**config.mk**
```make
export PLATFORM = sky130hd
export DESIGN_NAME = uart_tx_arb
export DESIGN_NICKNAME = d
export VERILOG_FILES = /design/src/rtl/uart_pkg.sv /design/src/rtl/rr_arbiter.sv /design/src/rtl/uart_tx_arb.sv
export SDC_FILE = /design/constraint.sdc
export NUM_CORES = 1
export LEC_CHECK = 0
export BUFFER_PORTS_ARGS = -buffer_cell sky130_fd_sc_hd__buf_2
export CAP_MARGIN = 20
export CORE_MARGIN = 3
export CORE_UTILIZATION = 46
export DETAILED_ROUTE_END_ITERATION = 8
export PLACE_DENSITY = 0.73
export SLEW_MARGIN = 10
export SYNTH_ARGS = -nofsm -noshare
export SYNTH_HDL_FRONTEND = slang
export SYNTH_HIERARCHICAL = 1
export SYNTH_SLANG_ARGS = --single-unit
```
**constraint.sdc**
```tcl
create_clock -name clk -period 1.47 [get_ports clk]
set_input_delay 0.0735 -clock clk [delete_from_list [all_inputs] [get_ports clk]]
set_output_delay 0.0735 -clock clk [all_outputs]
set_load 0.05 [all_outputs]
```
**src/rtl/uart_pkg.sv**
```systemverilog
// Shared UART definitions.
// Holds the default byte width and frame length used by the UART blocks, and
// the state encoding of the transmit arbiter.
package uart_pkg;

  localparam int UART_DW         = 8;
  localparam int UART_FRAME_BITS = 10;  // start + 8 data + stop

  typedef enum logic {
    ST_IDLE = 1'b0,  // free to accept a byte
    ST_WAIT = 1'b1   // frame (plus gap) still shifting out
  } uart_tx_state_e;

endpackage

```
**src/rtl/rr_arbiter.sv**
```systemverilog
// Combinational round-robin arbiter.
// Picks the first asserted request searching i_ptr+1, i_ptr+2, ... modulo
// N_REQ, so the requester at i_ptr has the lowest priority.
// Ports:
//   i_req   [N_REQ-1:0]  request vector
//   i_ptr   [IW-1:0]     index of the most recently served requester
//   o_grant [N_REQ-1:0]  one-hot grant (all zero when no request)
//   o_idx   [IW-1:0]     index of the granted requester (0 when none)
//   o_any                at least one request is asserted
module rr_arbiter #(
  parameter  int N_REQ = 2,
  localparam int IW    = $clog2(N_REQ)
) (
  input  logic [N_REQ-1:0] i_req,
  input  logic [IW-1:0]    i_ptr,
  output logic [N_REQ-1:0] o_grant,
  output logic [IW-1:0]    o_idx,
  output logic             o_any
);

  logic [IW-1:0] w_cand;

  always_comb begin
    // NOTE: every output gets a default before the search loop; a path that
    // leaves one unassigned would infer a latch.
    o_grant = '0;
    o_idx   = '0;
    o_any   = 1'b0;
    w_cand  = '0;
    for (int k = 1; k <= N_REQ; k++) begin
      w_cand = IW'((int'(i_ptr) + k) % N_REQ);
      if (!o_any && i_req[w_cand]) begin
        o_grant[w_cand] = 1'b1;
        o_idx           = w_cand;
        o_any           = 1'b1;
      end
    end
  end

endmodule

```
**src/rtl/uart_tx_arb.sv**
```systemverilog
// Round-robin front end for the shared UART transmitter.
// Accepts one byte at a time from N_REQ producers, strobes it into uart_ctl
// and then holds off further issue for FRAME_BITS+GAP_BITS baud ticks, since
// uart_ctl itself gives no busy indication.
// Ports:
//   clk, rst              system clock, asynchronous active-high reset
//   bclk                  baud clock (synchronous to clk); rising edges pace
//   req_valid [N_REQ]     requester i has a byte pending
//   req_data  [N_REQ*DW]  byte of requester i at [i*DW +: DW]
//   req_ready [N_REQ]     one-hot accept, combinational, only in IDLE
//   din       [DW]        byte to uart_ctl, held until the next accept
//   tx_en                 one-cycle transmit strobe to uart_ctl
//   busy                  frame plus gap in flight
//   grant_id  [IW]        index of the last accepted requester
module uart_tx_arb
  import uart_pkg::*;
#(
  parameter  int N_REQ      = 2,
  parameter  int DW         = UART_DW,
  parameter  int FRAME_BITS = UART_FRAME_BITS,
  parameter  int GAP_BITS   = 0,
  localparam int IW         = $clog2(N_REQ)
) (
  input  logic                clk,
  input  logic                rst,
  input  logic                bclk,
  input  logic [N_REQ-1:0]    req_valid,
  input  logic [N_REQ*DW-1:0] req_data,
  output logic [N_REQ-1:0]    req_ready,
  output logic [DW-1:0]       din,
  output logic                tx_en,
  output logic                busy,
  output logic [IW-1:0]       grant_id
);

  localparam int TOTAL = FRAME_BITS + GAP_BITS;
  localparam int CW    = $clog2(TOTAL + 1);

  uart_tx_state_e r_state;
  uart_tx_state_e w_state_nxt;
  logic           r_bclk_q;
  logic [CW-1:0]  r_count;
  logic [IW-1:0]  r_rr;

  logic             w_tick;
  logic             w_count_tick;
  logic             w_last;
  logic             w_accept;
  logic [N_REQ-1:0] w_grant;
  logic [IW-1:0]    w_gidx;
  logic             w_any;

  assign w_tick       = bclk & ~r_bclk_q;
  // A tick landing in the strobe cycle belongs to the previous frame's tail
  // as far as uart_ctl is concerned, so it does not advance the pacing.
  assign w_count_tick = w_tick & ~tx_en;
  assign w_last       = (r_count == CW'(TOTAL - 1));

  rr_arbiter #(
    .N_REQ (N_REQ)
  ) u_arb (
    .i_req   (req_valid),
    .i_ptr   (r_rr),
    .o_grant (w_grant),
    .o_idx   (w_gidx),
    .o_any   (w_any)
  );

  always_comb begin
    w_state_nxt = r_state;
    req_ready   = '0;
    w_accept    = 1'b0;
    case (r_state)
      ST_IDLE: begin
        if (w_any) begin
          req_ready   = w_grant;
          w_accept    = 1'b1;
          w_state_nxt = ST_WAIT;
        end
      end
      ST_WAIT: begin
        if (w_count_tick && w_last) w_state_nxt = ST_IDLE;
      end
    endcase
  end

  always_ff @(posedge clk or posedge rst) begin
    // NOTE: state registers use non-blocking assignments so every flop in the
    // design samples pre-edge values regardless of process order.
    if (rst) r_state <= ST_IDLE;
    else     r_state <= w_state_nxt;
  end

  always_ff @(posedge clk or posedge rst) begin
    if (rst) begin
      r_bclk_q <= 1'b0;
      r_count  <= '0;
      r_rr     <= IW'(N_REQ - 1);  // requester 0 wins first after reset
      din      <= '0;
      tx_en    <= 1'b0;
      busy     <= 1'b0;
      grant_id <= '0;
    end else begin
      r_bclk_q <= bclk;
      tx_en    <= 1'b0;
      if (w_accept) begin
        din      <= req_data[w_gidx*DW +: DW];
        tx_en    <= 1'b1;
        grant_id <= w_gidx;
        r_rr     <= w_gidx;
        busy     <= 1'b1;
        r_count  <= '0;
      end else if (r_state == ST_WAIT && w_count_tick) begin
        r_count <= r_count + 1'b1;
        if (w_last) busy <= 1'b0;
      end
    end
  end

endmodule

```
==> results of run 1 <==
## worst max-delay path by stage
stage	end	slack (ps)
final	req_ready[0]	70
after detailed placement	din[3]$_DFFE_PP0P_	-220
after global placement	din[0]$_DFFE_PP0P_	-160
after floorplan	r_state$_DFF_PP0_	70
after CTS	req_ready[1]	10
after global routing	req_ready[0]	-20
## area by class of cell
cell class | count | area, µm²
fillers | 137 | 499
flip-flops and latches | 18 | 452
well taps | 24 | 30.0
multi-input cells | 52 | 357
clock buffers | 4 | 36.3
inverters | 5 | 18.8
repair buffers | 36 | 201
## per-stage QoR
step,area [µm²],instances
final,1090,139
after floorplan,830,79
after global placement,1010,134
after global routing,1090,139
after detailed placement,1010,134
after CTS,1080,139
## layer usage
metal  GRT usage  wire [µm]  part of all wire  up-vias
met3      0.0245         90             0.052        2
met1       0.216        781              0.45      316
li1            -          -                 -      340
met5           0          0                 0        -
met2       0.284        840              0.49       21
met4      0.0711         17            0.0098        0
## registers in the layout (all words and copies together) (netlist names)
register  count
r_count       4
din           8
r_rr          1
r_state       1
grant_id      1
tx_en         1
busy          1
r_bclk_q      1
## synthesized netlist by cell type
library cell	n
dfrtp_1	17
nand2_1	15
o21ai_0	10
mux2i_1	8
inv_1	5
nand3_1	3
o31ai_1	3
a21boi_0	2
and2_1	2
buf_2	2
ha_1	2
o211ai_1	2
a21boi_1	1
buf_6	1
clkbuf_2	1
dfstp_2	1
nand2b_1	1
nand4bb_1	1
o32a_1	1
or2_1	1
## critical path, stage by stage, from the launching register on
cell and delay [ps]:
dfstp_2 600, inv_2 40, a21boi_1 110, and2_1 150, buf_6 150
## cell families (layout without fill, tap and decap cells)
kind of cell,Yosys count,after routing
AO/OA/AOI/OAI,19,19
adder cells (fa/ha/maj),2,2
buffers and inverters,9,45
flip-flops,18,18
multiplexers,8,8
AND/OR/NAND/NOR,23,23
## repair_timing
item	in CTS	in global routing
endpoints found under the setup margin	12	11
gates resized for setup	5	4
pin swaps	0	2
hold buffers	2	0
hold endpoints to repair	18	0
## power groups by stage
stage	Combinational, W	Sequential, W	Clock [W]
2_1_floorplan	0.000266	0.00131	0
3_3_place_gp	0.000985	0.000824	0
3_5_place_dp	0.00102	0.000834	0
4_1_cts	0.00100	0.000834	0.000304
5_1_grt	0.00108	0.000870	0.000335
6_report	0.000995	0.000840	0.000297
==> run_results.csv, run 1 <==
group,metric,value,unit
outcome,status,"completed",
routing,wl_per_cell,12.4,µm
min_path,min_path_type,"input pin to register",
logic_synthesis,ys_types,20,
sta,relSlewSlack,0.534,
clocking,htreeDepth,1,
die,coreArea,0.00159,mm²
die,die_w,48.5,µm
sta,period_share,0.951,
sta,hold_violations,0,
final_layout,antennaDiodeCount,0,
clocking,clockBufferDepth,2,
sta,fin_skew,4.88,ps
routing,drtIter0Drc,6,
die,initial_core_util,0.520,
die,die_area,0.00235,mm²
min_path,min_delay_path_depth,3,
die,ioPinCount,34,
logic_synthesis,synth_top_cell_area_share,0.513,
logic_synthesis,synth_top_family_by_area,"compound AO/OA/AOI/OAI gates",
sta,slew_violations,0,
critical_path,r2r-end,"r_state$_DFF_PP0_",
sta,fin_crit,1400,ps
critical_path,setup.worst_path.start_class,"register",
routing,drcViolationCount,0,
sta,timing.hold.ws,64.5,ps
power_and_ir_drop,p_int,0.00111,W
critical_path,setup.worst_path.start,"r_rr$_DFFE_PP1P_",
logic_synthesis,synth.area.mux_share,0.0965,
logic_synthesis,synth_top_area_cell,"dfrtp_1",
power_and_ir_drop,clock_power_share,0.139,
grt,grt_max_degree,19,
routing,routed_wirelength,1730,µm
run,max-cap-violations,0,
critical_path,worst-setup-path-type,"register to output port",
final_layout,fin_nets,139,
power_and_ir_drop,vdd_drop_max,1.16,mV
power_and_ir_drop,power.switching,0.00102,W
sta,rsz0062_at_grt,"yes",
logic_synthesis,synth-simple-area-share,0.130,
grt,grtUsageTotal,0.168,
logic_synthesis,syn_nets,102,
power_and_ir_drop,p_comb_frac,0.467,
min_path,hold_path_startpoint,"req_data[2]",
logic_synthesis,synth_seq_cells,18,
placement,place_ws,-218,ps
clocking,cts_made_buffers,3,
sta,setup_ws,71.7,ps
power_and_ir_drop,swShare,0.478,
power_and_ir_drop,power_frac_seq,0.394,
final_layout,drive_above_1_share,0.374,
critical_path,r2r-start,"tx_en$_DFF_PP0_",
placement,hpwlAfterDp,1250,µm
grt,antenna_found_initial,0,
clocking,cts.sinks,18,
grt,grt_pass1_wl,3080,µm
logic_synthesis,synthXorXnorAreaFrac,0,
clocking,cts_tree,"built",
critical_path,crit_fanout,4,
critical_path,endpoint_kind,"output port",
final_layout,final_common_cell,"buf_2",
power_and_ir_drop,p_per_area,1950,mW/mm²
power_and_ir_drop,leakage,0.579,nW
sta,fmax,715,MHz
grt,first_global_vias,694,
sta,setup_viol,0,
clocking,post-cts-setup-buffer-count,0,
logic_synthesis,synth-adder-area-share,0.0302,
placement,routabilityCongestion,0.713,
clocking,clk_pin_slew,100,ps
final_layout,final_cell_mix,"buf_2, dfrtp_1, nand2_1, o21ai_0, mux2i_1",
critical_path,required,1400,ps
power_and_ir_drop,report.power.total,0.00213,W
logic_synthesis,syn_inst,79,
final_layout,fin_util,0.687,
sta,final.setup.tns,0,ps
routing,dr.pass1.iters,4,
logic_synthesis,syn_area_per_cell,10.5,µm²
min_path,hold_end,"din[2]$_DFFE_PP0P_",
clocking,insertion_delay,280,ps
logic_synthesis,netlist_area,830,µm²
die,die_y,48.5,µm
sta,worstMarginPinSlew,698,ps
critical_path,rrSetupSlack,170,ps
routing,viasPerCell,4.88,
critical_path,crit_arrival,1320,ps
routing,drtAntennaViolNets,0,
placement,numPortBuffers,33,
logic_synthesis,yosys_warnings,6,
critical_path,r2r_cells,2,
routing,route.vias.total,679,
die,num_rows,14,
final_layout,area_delta_synth_final,32.0,%
grt,grt_overflow,0,
logic_synthesis,synth_area_leaders,"dfrtp_1, mux2i_1, nand2_1",
logic_synthesis,synth_compound_area_frac,0.145,
clocking,clock-root-buffer,"clkbuf_4",
logic_synthesis,ys_seq_area_frac,0.544,
(Power assumes the default switching activity.)
==> inputs of run 2 (changes only) <==
--- a/config.mk
+++ b/config.mk
@@ -5,10 +5,11 @@
 export SDC_FILE = /design/constraint.sdc
 export NUM_CORES = 1
 export LEC_CHECK = 0
+export ABC_AREA = 1
 export BUFFER_PORTS_ARGS = -buffer_cell sky130_fd_sc_hd__buf_2
 export CAP_MARGIN = 20
 export CORE_MARGIN = 3
-export CORE_UTILIZATION = 46
+export CORE_UTILIZATION = 47
 export DETAILED_ROUTE_END_ITERATION = 8
 export PLACE_DENSITY = 0.73
 export SLEW_MARGIN = 10
==> run_results.csv, run 2 <==
group,metric,value,unit
outcome,status,"completed",
final_layout,top_register,"din",
logic_synthesis,syn_inst,103,
critical_path,required,1400,ps
clocking,cts_made_buffers,3,
critical_path,cp_slowest_cell,"dfstp_2",
critical_path,worst-setup-path-type,"register to output port",
clocking,cts_tree,"built",
die,die_y,49.5,µm
sta,relSlewSlack,0.559,
sta,hold_violations,0,
routing,route.vias.total,767,
sta,fin_skew,12.8,ps
die,die_w,49.5,µm
die,ioPinCount,34,
logic_synthesis,synth_area_leaders,"dfrtp_1, nand2_1, o21ai_2",
sta,fmax,723,MHz
final_layout,area_delta_synth_final,27.7,%
grt,grt_max_degree,19,
critical_path,crit_chain,"nand2_1, nand2_1, nand2_1, nor2_2, buf_6",
grt,antenna_found_initial,0,
placement,hpwlAfterDp,1390,µm
logic_synthesis,syn_nets,126,
clocking,clock-root-buffer,"clkbuf_4",
sta,slew_violations,0,
routing,drcViolationCount,0,
sta,period_share,0.940,
logic_synthesis,synth_top_area_cell,"dfrtp_1",
clocking,clk_pin_slew,110,ps
routing,drtIter0Drc,11,
grt,grtUsageTotal,0.166,
routing,viasPerCell,4.62,
sta,rsz0062_at_grt,"no",
final_layout,largest_reg_flops,8,
critical_path,endpoint_kind,"output port",
placement,routabilityCongestion,0.711,
grt,first_global_vias,753,
logic_synthesis,ys_top_cells_by_count,"nand2_1, dfrtp_1, nor2_1",
critical_path,critPathMaxStageDelay,570,ps
logic_synthesis,synth_most_common_cell,"nand2_1",
final_layout,fin_nets,165,
critical_path,cpMostUsedCell,"nand2_1",
routing,wl_per_cell,11.0,µm
critical_path,crit_arrival,1310,ps
final_layout,final_common_cell,"buf_2",
clocking,insertion_delay,290,ps
logic_synthesis,ys_seq_area_frac,0.508,
power_and_ir_drop,p_per_area,1980,mW/mm²
die,num_rows,15,
sta,setup_viol,0,
final_layout,top_regs,"din x8, r_count x4",
routing,dr.pass1.iters,4,
critical_path,crit_fanout,4,
power_and_ir_drop,leakage,0.609,nW
final_layout,antennaDiodeCount,0,
logic_synthesis,yosys_warnings,6,
die,die_area,0.00245,mm²
placement,numPortBuffers,33,
logic_synthesis,synth_edf_count,0,
die,coreArea,0.00176,mm²
sta,worstMarginPinSlew,661,ps
sta,fin_crit,1380,ps
logic_synthesis,ys_types,20,
logic_synthesis,synth_ff_type,"dfrtp_1",
grt,grt_overflow,0,
clocking,cts.sinks,18,
logic_synthesis,postSynth.asyncResetShare,1.00,
die,initial_core_util,0.504,
clocking,htreeDepth,1,
logic_synthesis,synth_top_cell_area_share,0.479,
final_layout,final_area,0.00113,mm²
clocking,post-cts-setup-buffer-count,0,
logic_synthesis,syn_area_per_cell,8.62,µm²
routing,drtAntennaViolNets,0,
grt,grt_pass1_wl,3170,µm
logic_synthesis,synth_seq_cells,18,
placement,dpl_cell_area,0.00107,mm²
run,max-cap-violations,0,
final_layout,drive_above_1_share,0.376,
sta,final.setup.tns,0,ps
power_and_ir_drop,vdd_drop_max,0.962,mV
final_layout,final_cell_mix,"buf_2, nand2_1, dfrtp_1, nor2_1",
routing,routed_wirelength,1830,µm
min_path,min_path_type,"input pin to register",
clocking,clockBufferDepth,2,
logic_synthesis,netlist_area,888,µm²
critical_path,setup.worst_path.start_class,"register",
## run 2: where the power goes
group / internal [W] / leakage [nW] / total (W) / switching (W)
logic: 0.000296 / 0.373 / 0.00110 / 0.000801
registers: 0.000710 / 0.215 / 0.000845 / 0.000135
clock network: 0.000151 / 0.0210 / 0.000306 / 0.000155
total: 0.00116 / 0.609 / 0.00225 / 0.00109
## run 2: layout make-up
cell class | count | area (µm²)
inverters | 9 | 33.8
multi-input cells | 73 | 375
clock buffers | 4 | 36.3
well taps | 25 | 31.3
fillers | 161 | 629
flip-flops and latches | 18 | 452
repair buffers | 37 | 206
## run 2: worst max-delay path: cells and delay by family, from the launching register on
family                 cells  cell delay (ps)
buffers and inverters      1              160
flip-flops                 1              570
AND/OR/NAND/NOR            4              270
## run 2: cell families after synthesis
family                     count (synthesis)  synth area share
DFF                                       18             0.508
AOI/OAI and AO/OA                         23             0.166
xor gates and xnor gates                   1           0.00986
and+or+nand+nor                           47             0.216
buffers and inverters                     12            0.0718
adders and majority gates                  2            0.0282
## run 2: per-stage QoR
stage / setup slack [ps] / hold slack (ps) / power (W) / util / std cells
after floorplan: 76.1 / 11.3 / 0.00169 / - / 103
after detailed placement: 321 / 210 / 0.00195 / 0.606 / 160
after CTS: 16.9 / 34.1 / 0.00226 / 0.638 / 166
after global placement: 355 / 208 / 0.00192 / 0.606 / 160
final: 87.6 / 29.1 / 0.00225 / 0.643 / 166
after global routing: 2.63 / 28.3 / 0.00240 / 0.643 / 166
## run 2: final timing paths
check / depth (start not counted) / endpoint / from / slack (ps)
min: 3 / din[6]$_DFFE_PP0P_ / req_data[14] / 30
max in group asynchronous: 3 / r_count[1]$_DFFE_PP0P_ / rst / 640
min reg2reg: 2 / busy$_DFFE_PP0P_ / busy$_DFFE_PP0P_ / 490
max reg2reg: 4 / din[2]$_DFFE_PP0P_ / r_rr$_DFFE_PP1P_ / 290
max: 5 / req_ready[0] / r_rr$_DFFE_PP1P_ / 90
min in group asynchronous: 3 / r_state$_DFF_PP0_ / rst / 400
## run 2: layer usage
metal  global-route usage  vias to the layer above  part of all wire
li1                     -                      404                 -
met1                0.209                      341              0.47
met2                0.279                       20              0.47
met3               0.0332                        2             0.050
met4               0.0691                        0            0.0065
met5                    0                        -                 0
## run 2: repair_timing
| item | 4_1_cts | 5_1_grt |
|---|---|---|
| setup endpoints to repair | 0 | 1 |
| hold buffers | 2 | 0 |
| gates resized for setup | 0 | 4 |
| hold endpoints to repair | 18 | 0 |
